**config.mk**
```make
export PLATFORM = sky130hd
export DESIGN_NAME = axis_fifo_buffer
export DESIGN_NICKNAME = d
export VERILOG_FILES = /design/src/rtl/axis_fifo_buffer.sv
export SDC_FILE = /design/constraint.sdc
export NUM_CORES = 1
export LEC_CHECK = 0
export ABC_AREA = 1
export BUFFER_PORTS_ARGS = -buffer_cell sky130_fd_sc_hd__buf_2
export CORE_MARGIN = 3
export CORE_UTILIZATION = 45
export CTS_CLUSTER_SIZE = 14
export DETAILED_ROUTE_END_ITERATION = 16
export PLACE_DENSITY = 0.65
export RECOVER_POWER = 25
export SETUP_SLACK_MARGIN = 0.3
export SYNTH_ARGS = -nofsm -noshare
export SYNTH_HDL_FRONTEND = slang
export SYNTH_SLANG_ARGS = --single-unit
export TNS_END_PERCENT = 1
```
**constraint.sdc**
```tcl
create_clock -name aclk -period 4 [get_ports aclk]
set_input_delay 0 -clock aclk [delete_from_list [all_inputs] [get_ports aclk]]
set_output_delay 0 -clock aclk [all_outputs]
set_load 0.005 [all_outputs]
```
**src/rtl/axis_fifo_buffer.sv**
```systemverilog
// AXI4-Stream register FIFO with tlast pass-through, occupancy count,
// programmable-full flag and synchronous flush.
module axis_fifo_buffer #(
    parameter int AXIS_TDATA_WIDTH = 32,
    parameter int DEPTH            = 4,
    parameter int PROG_FULL        = 3
) (
    input  logic                          aclk,
    input  logic                          areset,
    input  logic                          flush,
    input  logic [AXIS_TDATA_WIDTH-1:0]   s_axis_tdata,
    input  logic                          s_axis_tlast,
    input  logic                          s_axis_tvalid,
    output logic                          s_axis_tready,
    output logic [AXIS_TDATA_WIDTH-1:0]   m_axis_tdata,
    output logic                          m_axis_tlast,
    output logic                          m_axis_tvalid,
    input  logic                          m_axis_tready,
    output logic [$clog2(DEPTH):0]        count,
    output logic                          prog_full
);

    localparam int PTR_W   = $clog2(DEPTH);
    localparam int CNT_W   = PTR_W + 1;
    localparam int ENTRY_W = AXIS_TDATA_WIDTH + 1;

    localparam logic [CNT_W-1:0] DEPTH_C     = CNT_W'(DEPTH);
    localparam logic [CNT_W-1:0] PROG_FULL_C = CNT_W'(PROG_FULL);

    logic [ENTRY_W-1:0] mem_q [DEPTH];

    logic [PTR_W-1:0] wr_ptr_q, wr_ptr_d;
    logic [PTR_W-1:0] rd_ptr_q, rd_ptr_d;
    logic [CNT_W-1:0] count_q, count_d;
    logic             s_ready_q, s_ready_d;
    logic             prog_full_q, prog_full_d;

    logic push;
    logic pop;
    logic wr_en;

    assign push  = s_axis_tvalid & s_ready_q;
    assign pop   = m_axis_tvalid & m_axis_tready;
    // A beat presented alongside flush is discarded, so it is never written.
    assign wr_en = push & ~flush & ~areset;

    always_comb begin
        wr_ptr_d = wr_ptr_q;
        rd_ptr_d = rd_ptr_q;
        count_d  = count_q;
        if (flush) begin
            wr_ptr_d = '0;
            rd_ptr_d = '0;
            count_d  = '0;
        end else begin
            if (push) begin
                wr_ptr_d = wr_ptr_q + PTR_W'(1);
            end
            if (pop) begin
                rd_ptr_d = rd_ptr_q + PTR_W'(1);
            end
            case ({push, pop})
                2'b10:   count_d = count_q + CNT_W'(1);
                2'b01:   count_d = count_q - CNT_W'(1);
                default: count_d = count_q;
            endcase
        end
        // Ready and prog_full look at the next count so they line up with it.
        s_ready_d   = (count_d != DEPTH_C);
        prog_full_d = (count_d >= PROG_FULL_C);
    end

    always_ff @(posedge aclk) begin
        if (areset) begin
            wr_ptr_q    <= '0;
            rd_ptr_q    <= '0;
            count_q     <= '0;
            s_ready_q   <= 1'b0;
            prog_full_q <= 1'b0;
        end else begin
            wr_ptr_q    <= wr_ptr_d;
            rd_ptr_q    <= rd_ptr_d;
            count_q     <= count_d;
            s_ready_q   <= s_ready_d;
            prog_full_q <= prog_full_d;
        end
    end

    always_ff @(posedge aclk) begin
        if (wr_en) begin
            mem_q[wr_ptr_q] <= {s_axis_tlast, s_axis_tdata};
        end
    end

    assign {m_axis_tlast, m_axis_tdata} = mem_q[rd_ptr_q];
    assign m_axis_tvalid = (count_q != '0);
    assign s_axis_tready = s_ready_q;
    assign count         = count_q;
    assign prog_full     = prog_full_q;

endmodule

```
# Word level (Yosys, flattened, before mapping)

Memories as Yosys holds them, arrays and structs flattened. A register that Yosys moved wholly into a read port is not among the register bits.
Index checks and enable logic that the tools add are counted.

Register bits: 9
ROM bits: 0
Input bits: 38
RAM bits: 132
Output and inout port bits: 39
Word-level logic and storage cells: 28
Latch bits: 0
Memories: 1

Magnitude comparators: 1
Shifts and indexed selects: 0
Bitwise logic cells: 6
Add/sub/neg operators: 4
Equality and inequality tests: 3
Reduce and logical (&&, ||, !) cells: 2
Muxes and demuxes: 6
Div/mod/pow operators: 0
Multiply operators: 0

Memory list:

| name  | words | width | rd ports | clocked after Yosys merged registers in | write ports | line | RTL |
|---|---|---|---|---|---|---|---|
| mem_q | 4     | 33    | 1        | 1                                       | 1           | 30   | `logic [ENTRY_W-1:0] mem_q [DEPTH];` |

Operators by type and width:

| operator                                             | count |
|---|---|
| case mux 3 bit (2 select lines)                      | 1 |
| adder 2 x 1 -> 2 bit (second input constant)         | 2 |
| AND 1 bit                                            | 4 |
| 2-to-1 mux 2 bit                                     | 2 |
| adder 3 x 1 -> 3 bit (second input constant)         | 1 |
| >= comparator 3 x 2 -> 1 bit (second input constant) | 1 |
| 2-to-1 mux 3 bit                                     | 1 |
| inequality test 3 bit (second input constant)        | 1 |
| nonzero test 3 bit                                   | 1 |
| subtractor 3 x 1 -> 3 bit (second input constant)    | 1 |
| equality test 2 x 1 -> 1 bit (second input constant) | 1 |
| equality test 2 bit (second input constant)          | 1 |
| 2-to-1 mux 1 bit                                     | 2 |
| NOT 1 bit                                            | 2 |
| OR reduction 2 bit                                   | 1 |

# Depth between registers and ports, before layout

Gate-level depths: netlist of the first run.

Depth after elaboration: 6
Depth in mapped cells: 11
Depth with buffers taken out: 11

# Worst setup path after synthesis of the first run

No wires, ideal clock.

Kind: register -> register
Start point: reg wr_ptr_q[0]
End point: mem mem_q[2][0] (netlist name) (enable)
Library setup time: 0.423 ns
Setup slack: 1.596 ns
Data arrival time: 1.981 ns
Period minus slack after synthesis: 2.404 ns
Buffers on the path: 0
Stages on the path, launching flop included: 5
Required time: 3.577 ns
Path through: dfxtp_1 -> inv_1 -> ha_1 -> inv_1 -> nor2_1

RTL lines:

| element                  | line | RTL |
|---|---|---|
| start: declaration       | 32   | `logic [PTR_W-1:0] wr_ptr_q, wr_ptr_d;` |
| start signal: assignment | 81   | `wr_ptr_q <= wr_ptr_d;` |
| end: declaration         | 30   |  |

Straight into the memory's write port.

==> implementation parameters, run 1 <==
Parameter                              Value

Floorplan
  Floorplan die height ... 116 µm
  Initial standard-cell utilization of the core ... a little under half
  Die span in x ... 116 µm
  Core ar. ... around 12000 µm²
  I/O pin count ... 77
  Std cell rows ... 39
  Floorplan die area ... 13500 µm²

Routing
  Number of DRC markers in iteration 0 ... between 200 and 250
  Total number of vias ... 3449
  Wire length per cell after detailed routing ... 16.2 µm
  DRC violations left ... 0
  Via/cell ratio ... 5.21
  Count of TritonRoute iterations in the first routing pass ... 4
  Total wire length after detailed routing ... roughly 11000 µm
  Antenna-violating nets left ... 0

Setup path
  Number of buffers and inverters on the critical path ... 3
  Crit-path cells ... buf_4, inv_2, o21ai_0, o22ai_1, buf_2
  Stages on worst setup path ... 5
  Critical path arrival ... 2.54 ns
  Worst r2r path cells ... 9
  Start-to-end type of the worst setup path ... reg2out
  Setup crit start kind ... register
  CP max-delay cell ... sky130_fd_sc_hd__inv_2
  Req. time, crit path ... 4.00 ns
  Type of destination of the critical path ... output port
  Crit path largest cell delay ... between 0.5 and 0.6 ns
  Kind of cell adding the most delay to the critical path ... buffers and inverters
  CP max FO ... 67

Clock tree
  TritonCTS clock tree ... done
  Setup repair bufs after CTS ... 0
  TritonCTS Sinks ... approximately 140
  Clock insertion delay at the later pin of the skew report ... slightly above 0.4 ns
  H-tree lvl count ... 4
  Maximum count of clock buffers along a single path ... 2
  Root buffer cell ... sky130_fd_sc_hd__clkbuf_16
  Resized Gates After CTS ... 0
  Clock-pin slew reported for the worst setup and hold paths after clock tree synthesis ... 0.06 ns
  Number of buffers inserted during clock tree synthesis ... 17

Layout
  Inserted Diodes ... 0
  Final nets ... 550
  Fin cells ... 662
  P&R area growth vs syn ... 24.6%
  Reg area ... 4190 µm²
  Proportion of layout cells with a drive suffix above 1 ... 19.3%
  Fraction of the core area covered by cells at the end of the flow ... 58.5%
  Area of the multi-input gates ... 1090 µm²
  Count of filler cells inserted in the layout ... 920

STA
  Final-report max-slew violation count ... 0
  Post-layout minimum cycle time ... 2.54 ns
  Maximum clock frequency ... roughly 390 MHz
  Clock skew ... 0.00757 ns
  Setup repair after global routing missed its margin ... false
  Number of hold violations in the final report ... 0
  Final clock period utilization by the worst path ... 63.6%
  Final count of negative-setup-slack endpoints ... 0
  Slew at the pin closest to its max-slew limit ... 1.10 ns
  Remaining max-slew budget at the tightest pin ... 26.6%
  Min setup slack post-route ... between 1 and 1.5 ns
  Total Neg Setup Slack ... 0 ns

Synthesis
  Register area share after synthesis ... 76.4%
  Cell type with the highest aggregate area in the netlist ... sky130_fd_sc_hd__edfxtp_1
  Top post-synthesis cells by count ... 132 x sky130_fd_sc_hd__edfxtp_1, 79 x sky130_fd_sc_hd__nor2_1, 53 x sky130_fd_sc_hd__o21ai_0, 33 x sky130_fd_sc_hd__o22ai_1, 19 x sky130_fd_sc_hd__o21ai_1
  Post-Synthesis Mean Instance Area ... 14.0 µm²
  Post-synthesis sequential element count ... 143
  EDFF count, synth ... 132
  Post-synth design cell area ... roughly 5500 µm²
  Number of warnings issued by yosys ... 0
  Number of library cell types mapped by synthesis ... 23
  Top post-synthesis cells by area ... sky130_fd_sc_hd__edfxtp_1 72%, sky130_fd_sc_hd__nor2_1 5.4%, sky130_fd_sc_hd__o21ai_0 4.8%, sky130_fd_sc_hd__dfxtp_1 4.0%, sky130_fd_sc_hd__o22ai_1 3.8%
  Syn Nets ... around 440
  Prevailing post-synth register cell ... sky130_fd_sc_hd__edfxtp_1
  Fraction of post-synthesis cell area in the top cell type by area ... about 72%
  Count of mapped cells out of synthesis ... 391
  Most frequent cell after synthesis ... sky130_fd_sc_hd__edfxtp_1
  Share of flip-flops with an asynchronous set or reset ... 0%

Outcome
  Result of the run ... complete, no violations

Global routing
  Via count of the first global-routing pass ... 3358
  Global-route wire length before repair ... between 15000 and 20000 µm
  Residual overflow from global routing ... 0
  Number of antenna violations at the first check in global routing ... 0
  Total track usage ... 16.1%
  Pin count of the biggest net entering global routing ... just under 70

Power
  Worst-case vdd ir drop ... 0.311 mV
  Sw Share ... 22.3%
  Power density over the cells ... 475 nW/µm²
  Net switching component of the power ... 723 µW
  Leakage dissipation ... 0.00242 µW
  Internal power consumption ... 2520 µW
  Fraction of power consumed by sequential logic ... 50.9%
  Portion of total power attributed to the clock network ... 44.9%
  Part of the power in combinational logic ... roughly 4.2%

Placement
  Detailed Place HPWL ... 5870 µm
  Port buffer count ... 76
  Final RePlAce weighted congestion ... just over 0.7
  Worst setup slack before clock tree synthesis ... 1.96 ns
  Number of cells after detailed placement ... 592

Flow run
  Max-cap violations ... 0

Hold path
  Hold Crit Class ... in2reg
  Worst hold path cell count ... 2
[timing repair]
| item | 4_1_cts | 5_1_grt |
|---|---|---|
| hold endpoints to repair | 143 | 0 |
| hold buffers | 38 | 0 |
| endpoints found under the setup margin | 0 | 0 |
[registers in the layout, summed over array words and instances, names as in the netlist, named ones only]
name           count
s_axis_tready      1
prog_full          1
rd_ptr_q           2
count              3
wr_ptr_q           2
mem_q            132
[power groups by stage]
| stage | clock, µW | sequential (µW) | combinational, µW |
|---|---|---|---|
| after detailed placement | 0 | 1680 | 112 |
| final | 1460 | 1650 | 137 |
| after floorplan | 0 | 1680 | 55.4 |
| after global routing | 1540 | 1650 | 153 |
| after global placement | 0 | 1680 | 109 |
| after CTS | 1480 | 1650 | 141 |
[worst paths after layout]
kind,from,end,slack (ns)
min reg2reg,rd_ptr_q[0],rd_ptr_q[0],0.49
max,register,m_axis_tdata[28],1.46
max reg2reg,count[0],count[1],1.61
min,s_axis_tdata[6],mem_q[3][6],0.34
[routing by layer]
metal	routed length, µm	share of wire [%]	track usage (%)	vias up
met3	486	4.5	4.46	23
met1	4530	42	18.9	1656
li1	-	-	-	1679
met4	208	1.9	6.42	0
met2	5490	51	28.0	91
met5	0	0	0	-
[per-stage QoR]
| stage | area [µm²] | hold WS (ns) | power, µW |
|---|---|---|---|
| 6_report | 6830 | 0.340 | 3240 |
| 5_1_grt | 6830 | 0.370 | 3340 |
| 4_1_cts | 6850 | 0.325 | 3270 |
| 3_5_place_dp | 5920 | 0.222 | 1790 |
| 3_3_place_gp | 5920 | 0.214 | 1790 |
| 2_1_floorplan | 5480 | 0.0724 | 1740 |
[cell usage in the layout, fill, tap and decap left out]
cell type,count
sky130_fd_sc_hd__edfxtp_1,132
sky130_fd_sc_hd__nor2_1,75
sky130_fd_sc_hd__buf_2,55
sky130_fd_sc_hd__o21ai_0,53
sky130_fd_sc_hd__dlygate4sd3_1,38
sky130_fd_sc_hd__o22ai_1,33
sky130_fd_sc_hd__clkbuf_1,21
sky130_fd_sc_hd__o21ai_1,19
sky130_fd_sc_hd__clkbuf_16,17
sky130_fd_sc_hd__inv_1,15
sky130_fd_sc_hd__dfxtp_1,10
sky130_fd_sc_hd__nand2_1,7
sky130_fd_sc_hd__ha_1,5
sky130_fd_sc_hd__nand3_1,4
sky130_fd_sc_hd__nor2_4,4
sky130_fd_sc_hd__a21oi_1,4
sky130_fd_sc_hd__clkinvlp_4,4
sky130_fd_sc_hd__inv_6,4
sky130_fd_sc_hd__clkinv_4,3
sky130_fd_sc_hd__inv_8,3
sky130_fd_sc_hd__nor2_2,2
sky130_fd_sc_hd__inv_2,2
sky130_fd_sc_hd__buf_4,2
sky130_fd_sc_hd__a21boi_4,1
sky130_fd_sc_hd__xor2_1,1
sky130_fd_sc_hd__nand2_2,1
sky130_fd_sc_hd__nand4_1,1
sky130_fd_sc_hd__fa_1,1
sky130_fd_sc_hd__dfxtp_2,1
sky130_fd_sc_hd__clkinv_2,1
[cell families after synthesis]
group / Yosys count / synth area share [%]
AO/OA/AOI/OAI: 110 / 11.1
XOR/XNOR: 1 / 0.160
adder cells (fa/ha/maj): 6 / 1.51
buffers and inverters: 37 / 4.18
flip-flops: 143 / 76.4
AND/OR/NAND/NOR: 94 / 6.72
[cell type report]
| class | count | area share [%] |
|---|---|---|
| clock buffer | 17 | 6.23 |
| timing repair buffer | 116 | 11.0 |
| clock inverter | 15 | 1.91 |
| multi-input combinational | 211 | 16.0 |
| tap | 143 | 2.62 |
| sequential | 143 | 61.3 |
| inverter | 17 | 0.935 |
No activity file was read; power rests on OpenSTA's default activity.
==> inputs of run 2 (changes only) <==
--- a/config.mk
+++ b/config.mk
@@ -5,13 +5,13 @@
 export SDC_FILE = /design/constraint.sdc
 export NUM_CORES = 1
 export LEC_CHECK = 0
-export ABC_AREA = 1
+export ABC_AREA = 0
 export BUFFER_PORTS_ARGS = -buffer_cell sky130_fd_sc_hd__buf_2
 export CORE_MARGIN = 3
 export CORE_UTILIZATION = 45
 export CTS_CLUSTER_SIZE = 14
 export DETAILED_ROUTE_END_ITERATION = 16
-export PLACE_DENSITY = 0.65
+export PLACE_DENSITY = 0.68
 export RECOVER_POWER = 25
 export SETUP_SLACK_MARGIN = 0.3
 export SYNTH_ARGS = -nofsm -noshare
==> constraint.sdc (replaced) <==
create_clock -name aclk -period 2.1 [get_ports aclk]
set_input_delay 0 -clock aclk [delete_from_list [all_inputs] [get_ports aclk]]
set_output_delay 0 -clock aclk [all_outputs]
set_load 0.005 [all_outputs]
==> run 2 against run 1 <==
  * Global-route usage shrank 0.38 points
  * Die area shrank 1.7%
  * Sequential share of layout area shrank 1.6 points
  * Largest power group unchanged
  * Non-clock buffer count grew 9
  * Count of clock-buffer cells in the layout grew 11
  * Sequential cell count is the same
  * Via count shrank 21%
  * Synthesized cell count shrank 40%
  * Synthesized area shrank 1.8%
==> implementation parameters, run 2 <==
Parameter                              Value

Setup path
  Crit-path cells ... o31a_1, ha_4, fa_2, xnor2_2, or3_4, a31oi_1 (was buf_4, inv_2, o21ai_0, o22ai_1, buf_2)
  Start point of the critical path ... count[2]
  Start-to-end type of the worst setup path ... reg2reg (was reg2out)
  Beginning of the worst register-to-register path ... count[2] (was count[0])
  Crit path largest cell delay ... 0.37 ns (was 0.59 ns)
  CP max FO ... 4 (was 67)
  Setup crit start kind ... register (unchanged)
  Req. time, crit path ... 2.45 ns (was 4.00 ns)
  CP max-delay cell ... sky130_fd_sc_hd__fa_2 (was sky130_fd_sc_hd__inv_2)
  Type of destination of the critical path ... register (was output port)
  Critical path arrival ... 2.28 ns (was 2.54 ns)

STA
  Clock skew ... 0.00925 ns (was 0.00757 ns)
  Slew at the pin closest to its max-slew limit ... 0.482 ns (was 1.10 ns)
  Maximum clock frequency ... 516 MHz
  Remaining max-slew budget at the tightest pin ... 67.9% (was 26.6%)
  Final clock period utilization by the worst path ... between 90% and 100%
  Final-report max-slew violation count ... 0 (unchanged)
  Setup repair after global routing missed its margin ... true (was false)
  Total Neg Setup Slack ... 0 ns (unchanged)
  Post-layout minimum cycle time ... 1.94 ns
  Hold WS ... 0.0302 ns (was 0.340 ns)
  Number of hold violations in the final report ... 0 (unchanged)
  Min setup slack post-route ... 0.164 ns (was 1.46 ns)
  Final count of negative-setup-slack endpoints ... 0 (unchanged)

Synthesis
  Fraction of post-synthesis cell area in the top cell type by area ... 73.7% (was 72.4%)
  Top post-synthesis cells by count ... 132 x sky130_fd_sc_hd__edfxtp_1, 30 x sky130_fd_sc_hd__mux4_2, 11 x sky130_fd_sc_hd__dfxtp_1, 10 x sky130_fd_sc_hd__nor2_1 (was 132 x sky130_fd_sc_hd__edfxtp_1, 79 x sky130_fd_sc_hd__nor2_1, 53 x sky130_fd_sc_hd__o21ai_0, 33 x sky130_fd_sc_hd__o22ai_1, 19 x sky130_fd_sc_hd__o21ai_1)
  Syn Nets ... 280 (was 435)
  Post-synthesis sequential element count ... 143 (unchanged)
  Number of warnings issued by yosys ... 0 (unchanged)
  Most frequent cell after synthesis ... sky130_fd_sc_hd__edfxtp_1 (unchanged)
  EDFF count, synth ... 132 (unchanged)
  Register area share after synthesis ... 77.8% (was 76.4%)
  Prevailing post-synth register cell ... sky130_fd_sc_hd__edfxtp_1 (unchanged)
  Cell type with the highest aggregate area in the netlist ... sky130_fd_sc_hd__edfxtp_1 (unchanged)
  Top post-synthesis cells by area ... sky130_fd_sc_hd__edfxtp_1 74%, sky130_fd_sc_hd__mux4_2 13%, sky130_fd_sc_hd__dfxtp_1 4.1%, sky130_fd_sc_hd__mux4_1 1.5%, sky130_fd_sc_hd__ha_1 1.2% (was sky130_fd_sc_hd__edfxtp_1 72%, sky130_fd_sc_hd__nor2_1 5.4%, sky130_fd_sc_hd__o21ai_0 4.8%, sky130_fd_sc_hd__dfxtp_1 4.0%, sky130_fd_sc_hd__o22ai_1 3.8%)
  Post-synth design cell area ... 5380 µm² (was 5480 µm²)
  Count of mapped cells out of synthesis ... 236 (was 391)
  Post-Synthesis Mean Instance Area ... 22.8 µm² (was 14.0 µm²)
  Number of library cell types mapped by synthesis ... 30 (was 23)
  Share of flip-flops with an asynchronous set or reset ... 0% (unchanged)

Clock tree
  Maximum count of clock buffers along a single path ... 2 (unchanged)
  Root buffer cell ... sky130_fd_sc_hd__clkbuf_16 (unchanged)
  Clock-pin slew reported for the worst setup and hold paths after clock tree synthesis ... 0.06 ns (about the same)
  Number of buffers inserted during clock tree synthesis ... 17 (unchanged)
  H-tree lvl count ... 4 (unchanged)
  TritonCTS clock tree ... done (unchanged)
  TritonCTS Sinks ... 143 (unchanged)
  Clock insertion delay at the later pin of the skew report ... 0.41 ns (about the same)

Routing
  Wire length per cell after detailed routing ... 18.3 µm (was 16.2 µm)
  Total wire length after detailed routing ... 9590 µm (was 10700 µm)
  Number of DRC markers in iteration 0 ... 200 (was 215)
  Count of TritonRoute iterations in the first routing pass ... 4 (unchanged)
  Total number of vias ... 2736 (was 3449)
  Antenna-violating nets left ... 0 (unchanged)
  DRC violations left ... 0 (unchanged)
  Via/cell ratio ... 5.22 (was 5.21)

Placement
  Detailed Place HPWL ... 5670 µm (was 5870 µm)
  Worst setup slack before clock tree synthesis ... 0.0866 ns (was 1.96 ns)
  Final RePlAce weighted congestion ... 0.711 (was 0.714)
  Port buffer count ... 76 (unchanged)

Power
  Power consumption ... 6490 µW (was 3240 µW)
  Power density over the cells ... 925 nW/µm² (was 475 nW/µm²)
  Net switching component of the power ... 1200 µW (was 723 µW)
  Sw Share ... 18.4% (was 22.3%)
  Fraction of power consumed by sequential logic ... 48.6% (was 50.9%)
  Worst-case vdd ir drop ... 0.753 mV (was 0.311 mV)
  Part of the power in combinational logic ... 4.4% (was 4.2%)
  Portion of total power attributed to the clock network ... 47.0% (was 44.9%)
  Leakage dissipation ... 0.00240 µW (was 0.00242 µW)
  Internal power consumption ... 5290 µW (was 2520 µW)

Global routing
  Total track usage ... 15.7% (was 16.1%)
  Global-route met1 utilization ... 18.9% (about the same)
  Via count of the first global-routing pass ... 2903 (was 3358)
  Residual overflow from global routing ... 0 (unchanged)
  Met2 routing resource usage after global routing ... 25.8% (was 28.0%)
  Layer with the highest usage ... met2 (unchanged)
  Global routing usage on met3 ... 6.05% (was 4.46%)
  Global-route wire length before repair ... 15000 µm (was 16200 µm)
  Pin count of the biggest net entering global routing ... 34 (was 68)
  Number of antenna violations at the first check in global routing ... 0 (unchanged)

Floorplan
  I/O pin count ... 77 (unchanged)
  Floorplan die area ... 13300 µm² (was 13500 µm²)
  Std cell rows ... 39 (unchanged)
  Floorplan die height ... 115 µm (was 116 µm)
  Initial standard-cell utilization of the core ... 46.5% (was 47.0%)
  Die span in x ... 115 µm (was 116 µm)
  Core ar. ... 11600 µm² (was 11700 µm²)

Layout
  Inserted Diodes ... 0 (unchanged)
  Area of the multi-input gates ... 1110 µm² (was 1090 µm²)
  Proportion of layout cells with a drive suffix above 1 ... 36.7% (was 19.3%)
  Reg area ... 4190 µm² (about the same)
  Most common library cell in the layout ignoring fill and taps ... sky130_fd_sc_hd__edfxtp_1 (unchanged)
  Commonest cells after routing, fill and taps aside ... 132 x sky130_fd_sc_hd__edfxtp_1, 54 x sky130_fd_sc_hd__buf_2, 35 x sky130_fd_sc_hd__dlygate4sd3_1 (was 132 x sky130_fd_sc_hd__edfxtp_1, 75 x sky130_fd_sc_hd__nor2_1, 55 x sky130_fd_sc_hd__buf_2)
  P&R area growth vs syn ... 30.4% (was 24.6%)
  Register ranked first by flip-flop count ... mem_q (unchanged)
  Final nets ... 412 (was 550)
  Count of filler cells inserted in the layout ... 846 (was 920)
  Number of flip-flops in the largest register ... 132 (unchanged)

Outcome
  Result of the run ... complete, no violations (unchanged)

Hold path
  Hold Crit Class ... in2reg (unchanged)
  Beginning of the worst hold path ... m_axis_tready (was s_axis_tdata[6])

Flow run
  Max-cap violations ... 0 (unchanged)
[run 2: cell types whose count changed after synthesis, moves of 5 or more]
| cell | previous run | this run |
|---|---|---|
| sky130_fd_sc_hd__mux4_2 | 0 | 30 |
| sky130_fd_sc_hd__o21ai_0 | 53 | 1 |
| sky130_fd_sc_hd__inv_1 | 15 | 4 |
| sky130_fd_sc_hd__o22ai_1 | 33 | 0 |
| sky130_fd_sc_hd__buf_6 | 9 | 1 |
| sky130_fd_sc_hd__nand2_1 | 7 | 2 |
| sky130_fd_sc_hd__nor2_1 | 79 | 10 |
| sky130_fd_sc_hd__o21ai_1 | 19 | 0 |
[run 2: cells by family (layout without fill, tap and decap cells)]
| kind of cell | Yosys count | count (layout) | share of synthesized area, % |
|---|---|---|---|
| flip-flops | 143 | 143 | 77.8 |
| multiplexers | 34 | 34 | 14.2 |
| AND/OR/NAND/NOR | 22 | 22 | 2.02 |
| buffers and inverters | 16 | 161 | 2.28 |
| AO/OA/AOI/OAI | 10 | 10 | 1.37 |
| adder cells (fa/ha/maj) | 6 | 6 | 1.53 |
| XOR/XNOR | 5 | 5 | 0.814 |
[run 2: final cells by class]
cell class / instances / area share, %
clock buffers: 28 / 8.74
clock inverters: 4 / 0.392
inverters: 4 / 0.214
multi-input cells: 77 / 15.8
flip-flops and latches: 143 / 59.7
well taps: 143 / 2.55
repair buffers: 125 / 12.6
[run 2: metal layers]
layer | vias to the layer above | share of wire, %
met1 | 1389 | 40
met3 | 11 | 5.5
li1 | 1246 | -
met5 | - | 0
met4 | 0 | 1.2
met2 | 90 | 53
[run 2: final timing paths]
check	end	slack (ns)	cells after the start
hold / removal	register	0.03	4
hold reg to reg	wr_ptr_q[1]	0.49	2
setup / recovery	prog_full	0.16	6
setup reg to reg	prog_full	0.16	6
[run 2: power by group through the flow]
stage	Combinational [µW]	Clock (µW)	Sequential, µW
floorplan	120	0	3210
global placement	224	0	3210
detailed placement	237	0	3210
CTS	296	3130	3150
global route	319	3240	3160
finish	288	3050	3150
[run 2: stage by stage]
step / instances / utilization (%) / area [µm²]
after CTS: 524 / 60.8 / 7040
final: 524 / 60.7 / 7010
after global routing: 524 / 60.7 / 7010
after global placement: 455 / 52.0 / 6020
after detailed placement: 455 / 52.0 / 6020
after floorplan: 236 / - / 5400
[run 2: timing repair]
| action | 4_1_cts | 5_1_grt |
|---|---|---|
| hold buffers | 35 | 0 |
| hold endpoints to repair | 139 | 0 |
| setup endpoints to repair | 31 | 35 |
| pin swaps | 3 | 1 |
| setup buffers | 2 | 0 |
| gates resized for setup | 2 | 2 |
[run 2: worst max-delay path, delay by kind of cell (launching register included)]
family                   cells  cell delay, ns
flip-flops                   1            0.31
AO/OA/AOI/OAI                2            0.50
XOR/XNOR                     1            0.17
AND/OR/NAND/NOR              1            0.34
adder cells (fa/ha/maj)      2            0.56
==> inputs of run 3 (changes only) <==
==> constraint.sdc (replaced) <==
create_clock -name aclk -period 2.1 [get_ports aclk]
set_input_delay 0.42 -clock aclk [delete_from_list [all_inputs] [get_ports aclk]]
set_output_delay 0.42 -clock aclk [all_outputs]
set_load 0.005 [all_outputs]
==> run 3 against run 2 <==
  * Non-clock buffer count fell by 28
  * Largest cell class unchanged
  * Wire length fell by 0.40%
  * The run now ends with setup timing left
  * Critical path depth fell by 2
  * Clock skew fell by 0.0037 ns
==> implementation parameters, run 3 (synthesized netlist as in run 2, its figures left out) <==
Parameter                              Value

Global routing
  Pin count of the biggest net entering global routing ... 21 (was 34)
  Global-route met1 utilization ... 19.7% (was 18.9%)
  Residual overflow from global routing ... 0 (unchanged)
  Number of antenna violations at the first check in global routing ... 0 (unchanged)
  Via count of the first global-routing pass ... 2763 (was 2903)
  Global-route wire length before repair ... 14800 µm (was 15000 µm)
  Layer with the highest usage ... met2 (unchanged)
  Global routing usage on met3 ... 4.47% (was 6.05%)
  Total track usage ... 15.5% (was 15.7%)
  Met2 routing resource usage after global routing ... 24.7% (was 25.8%)

Power
  Worst-case vdd ir drop ... 0.484 mV (was 0.753 mV)
  Power density over the cells ... 898 nW/µm² (was 925 nW/µm²)
  Power consumption ... 6000 µW (was 6490 µW)
  Leakage dissipation ... 0.00225 µW (was 0.00240 µW)

STA
  Hold WS ... 0.236 ns (was 0.0302 ns)
  Setup repair after global routing missed its margin ... true (unchanged)
  Slew at the pin closest to its max-slew limit ... 0.399 ns (was 0.482 ns)
  Remaining max-slew budget at the tightest pin ... 73.0% (was 67.9%)
  Min setup slack post-route ... -0.0120 ns (was 0.164 ns)
  Clock skew ... 0.00550 ns (was 0.00925 ns)
  Maximum clock frequency ... 473 MHz (was 516 MHz)
  Number of hold violations in the final report ... 0 (unchanged)
  Final clock period utilization by the worst path ... 101% (was 92.2%)
  Post-layout minimum cycle time ... 2.11 ns (was 1.94 ns)
  Final count of negative-setup-slack endpoints ... 5 (was 0)
  Final-report max-slew violation count ... 0 (unchanged)

Clock tree
  H-tree lvl count ... 4 (unchanged)
  Clock-pin slew reported for the worst setup and hold paths after clock tree synthesis ... 0.05 ns (was 0.06 ns)
  Clock insertion delay at the later pin of the skew report ... 0.40 ns (was 0.41 ns)
  Maximum count of clock buffers along a single path ... 2 (unchanged)
  Root buffer cell ... sky130_fd_sc_hd__clkbuf_16 (unchanged)
  Hold_buf cts ... 0 (was 35)
  TritonCTS clock tree ... done (unchanged)
  TritonCTS Sinks ... 143 (unchanged)
  Number of buffers inserted during clock tree synthesis ... 17 (unchanged)

Flow run
  Max-cap violations ... 0 (unchanged)

Outcome
  Violated checks ... setup timing
  Result of the run ... complete, but fails checks (was complete, no violations)

Routing
  Count of TritonRoute iterations in the first routing pass ... 4 (unchanged)
  Total number of vias ... 2605 (was 2736)
  Number of DRC markers in iteration 0 ... 156 (was 200)
  Via/cell ratio ... 5.26 (was 5.22)
  Antenna-violating nets left ... 0 (unchanged)
  DRC violations left ... 0 (unchanged)
  Wire length per cell after detailed routing ... 19.3 µm (was 18.3 µm)
  Total wire length after detailed routing ... 9550 µm (was 9590 µm)

Layout
  Register ranked first by flip-flop count ... mem_q (unchanged)
  Most common library cell in the layout ignoring fill and taps ... sky130_fd_sc_hd__edfxtp_1 (unchanged)
  Proportion of layout cells with a drive suffix above 1 ... 42.3% (was 36.7%)
  Count of filler cells inserted in the layout ... 865 (was 846)
  Final nets ... 384 (was 412)
  Total non-filler cell area in the finished layout ... 6680 µm² (was 7010 µm²)
  Inserted Diodes ... 0 (unchanged)
  P&R area growth vs syn ... 24.2% (was 30.4%)
  Commonest cells after routing, fill and taps aside ... 132 x sky130_fd_sc_hd__edfxtp_1, 51 x sky130_fd_sc_hd__buf_2, 33 x sky130_fd_sc_hd__mux4_2 (was 132 x sky130_fd_sc_hd__edfxtp_1, 54 x sky130_fd_sc_hd__buf_2, 35 x sky130_fd_sc_hd__dlygate4sd3_1)
  Number of flip-flops in the largest register ... 132 (unchanged)
  Fraction of the core area covered by cells at the end of the flow ... 57.8% (was 60.7%)

Placement
  Detailed Place HPWL ... 5890 µm (was 5670 µm)
  Worst setup slack before clock tree synthesis ... 0.0105 ns (was 0.0866 ns)
  Port buffer count ... 76 (unchanged)
  Final RePlAce weighted congestion ... 0.776 (was 0.711)
  Cell area after placement ... 6000 µm² (was 6020 µm²)

Setup path
  Req. time, crit path ... 1.68 ns (was 2.45 ns)
  Type of destination of the critical path ... output port (was register)
  CP max FO ... 7 (was 4)
  Setup crit start kind ... register (unchanged)
  Worst r2r path cells ... 6 (unchanged)
  Critical path arrival ... 1.69 ns (was 2.28 ns)
  Start-to-end type of the worst setup path ... reg2out (was reg2reg)

Hold path
  Hold Crit Class ... in2reg (unchanged)
  Worst hold path cell count ... 1 (was 4)

Floorplan
  I/O pin count ... 77 (unchanged)
  Initial standard-cell utilization of the core ... 46.5% (unchanged)
  Floorplan die height ... 115 µm (unchanged)
  Core ar. ... 11600 µm² (unchanged)
  Die span in x ... 115 µm (unchanged)
  Std cell rows ... 39 (unchanged)
  Floorplan die area ... 13300 µm² (unchanged)
==> run 3: cell types whose count changed in the layout (fill, tap and decap cells not counted), sizes merged <==
cell / delta
clkbuf: -11
bufinv: +1
inv: -1
dlygate4sd3: -35
clkinv: +8
clkinvlp: -1
buf: +10
==> run 3: final cells by class <==
type	instances	area, µm²	share of cell area (%)
flip-flops and latches	143	4190	62.7
multi-input cells	77	1120	16.8
repair buffers	97	664	9.94
clock buffers	20	437	6.53
well taps	143	179	2.68
clock inverters	11	75.1	1.12
inverters	4	15.0	0.225
==> run 3: stage by stage <==
step,setup TNS (ns),instances
CTS,-0.473,495
global route,-1.08,495
floorplan,0,236
detailed placement,0,459
finish,-0.0229,495
global placement,0,459
==> run 3: worst paths after layout <==
check	from	to	slack [ns]
max	register	m_axis_tdata[12]	-0.01
min	s_axis_tdata[0]	mem_q[0][0]	0.24
max reg2reg	count[2]	prog_full	0.07
min reg2reg	wr_ptr_q[1]	wr_ptr_q[1]	0.53
==> run 3: layer usage <==
metal  vias up  share of wire [%]
met5         -                  0
met4         0                2.5
met3        22                5.2
met2        93                 49
met1      1308                 44
li1       1182                  -
==> run 3: critical path: stages, from the launching register on <==
cell	delay (ns)
sky130_fd_sc_hd__dfxtp_4	0.40
sky130_fd_sc_hd__buf_6	0.12
sky130_fd_sc_hd__buf_16	0.12
sky130_fd_sc_hd__mux4_2	0.50
sky130_fd_sc_hd__buf_2	0.14
==> run 3: power by group <==
group | switching [µW] | internal [µW] | total (µW) | leakage (µW)
logic | 130 | 134 | 264 | 0.000722
clock network | 995 | 1590 | 2580 | 0.000250
registers | 11.2 | 3140 | 3150 | 0.00128
total | 1140 | 4860 | 6000 | 0.00225
==> run 3: what timing repair did <==
item | CTS | global route
pin swaps | 9 | 9
buffers inserted | 2 | 0
setup endpoints to repair | 37 | 37
resized for setup | 12 | 15
cloned | 3 | 0
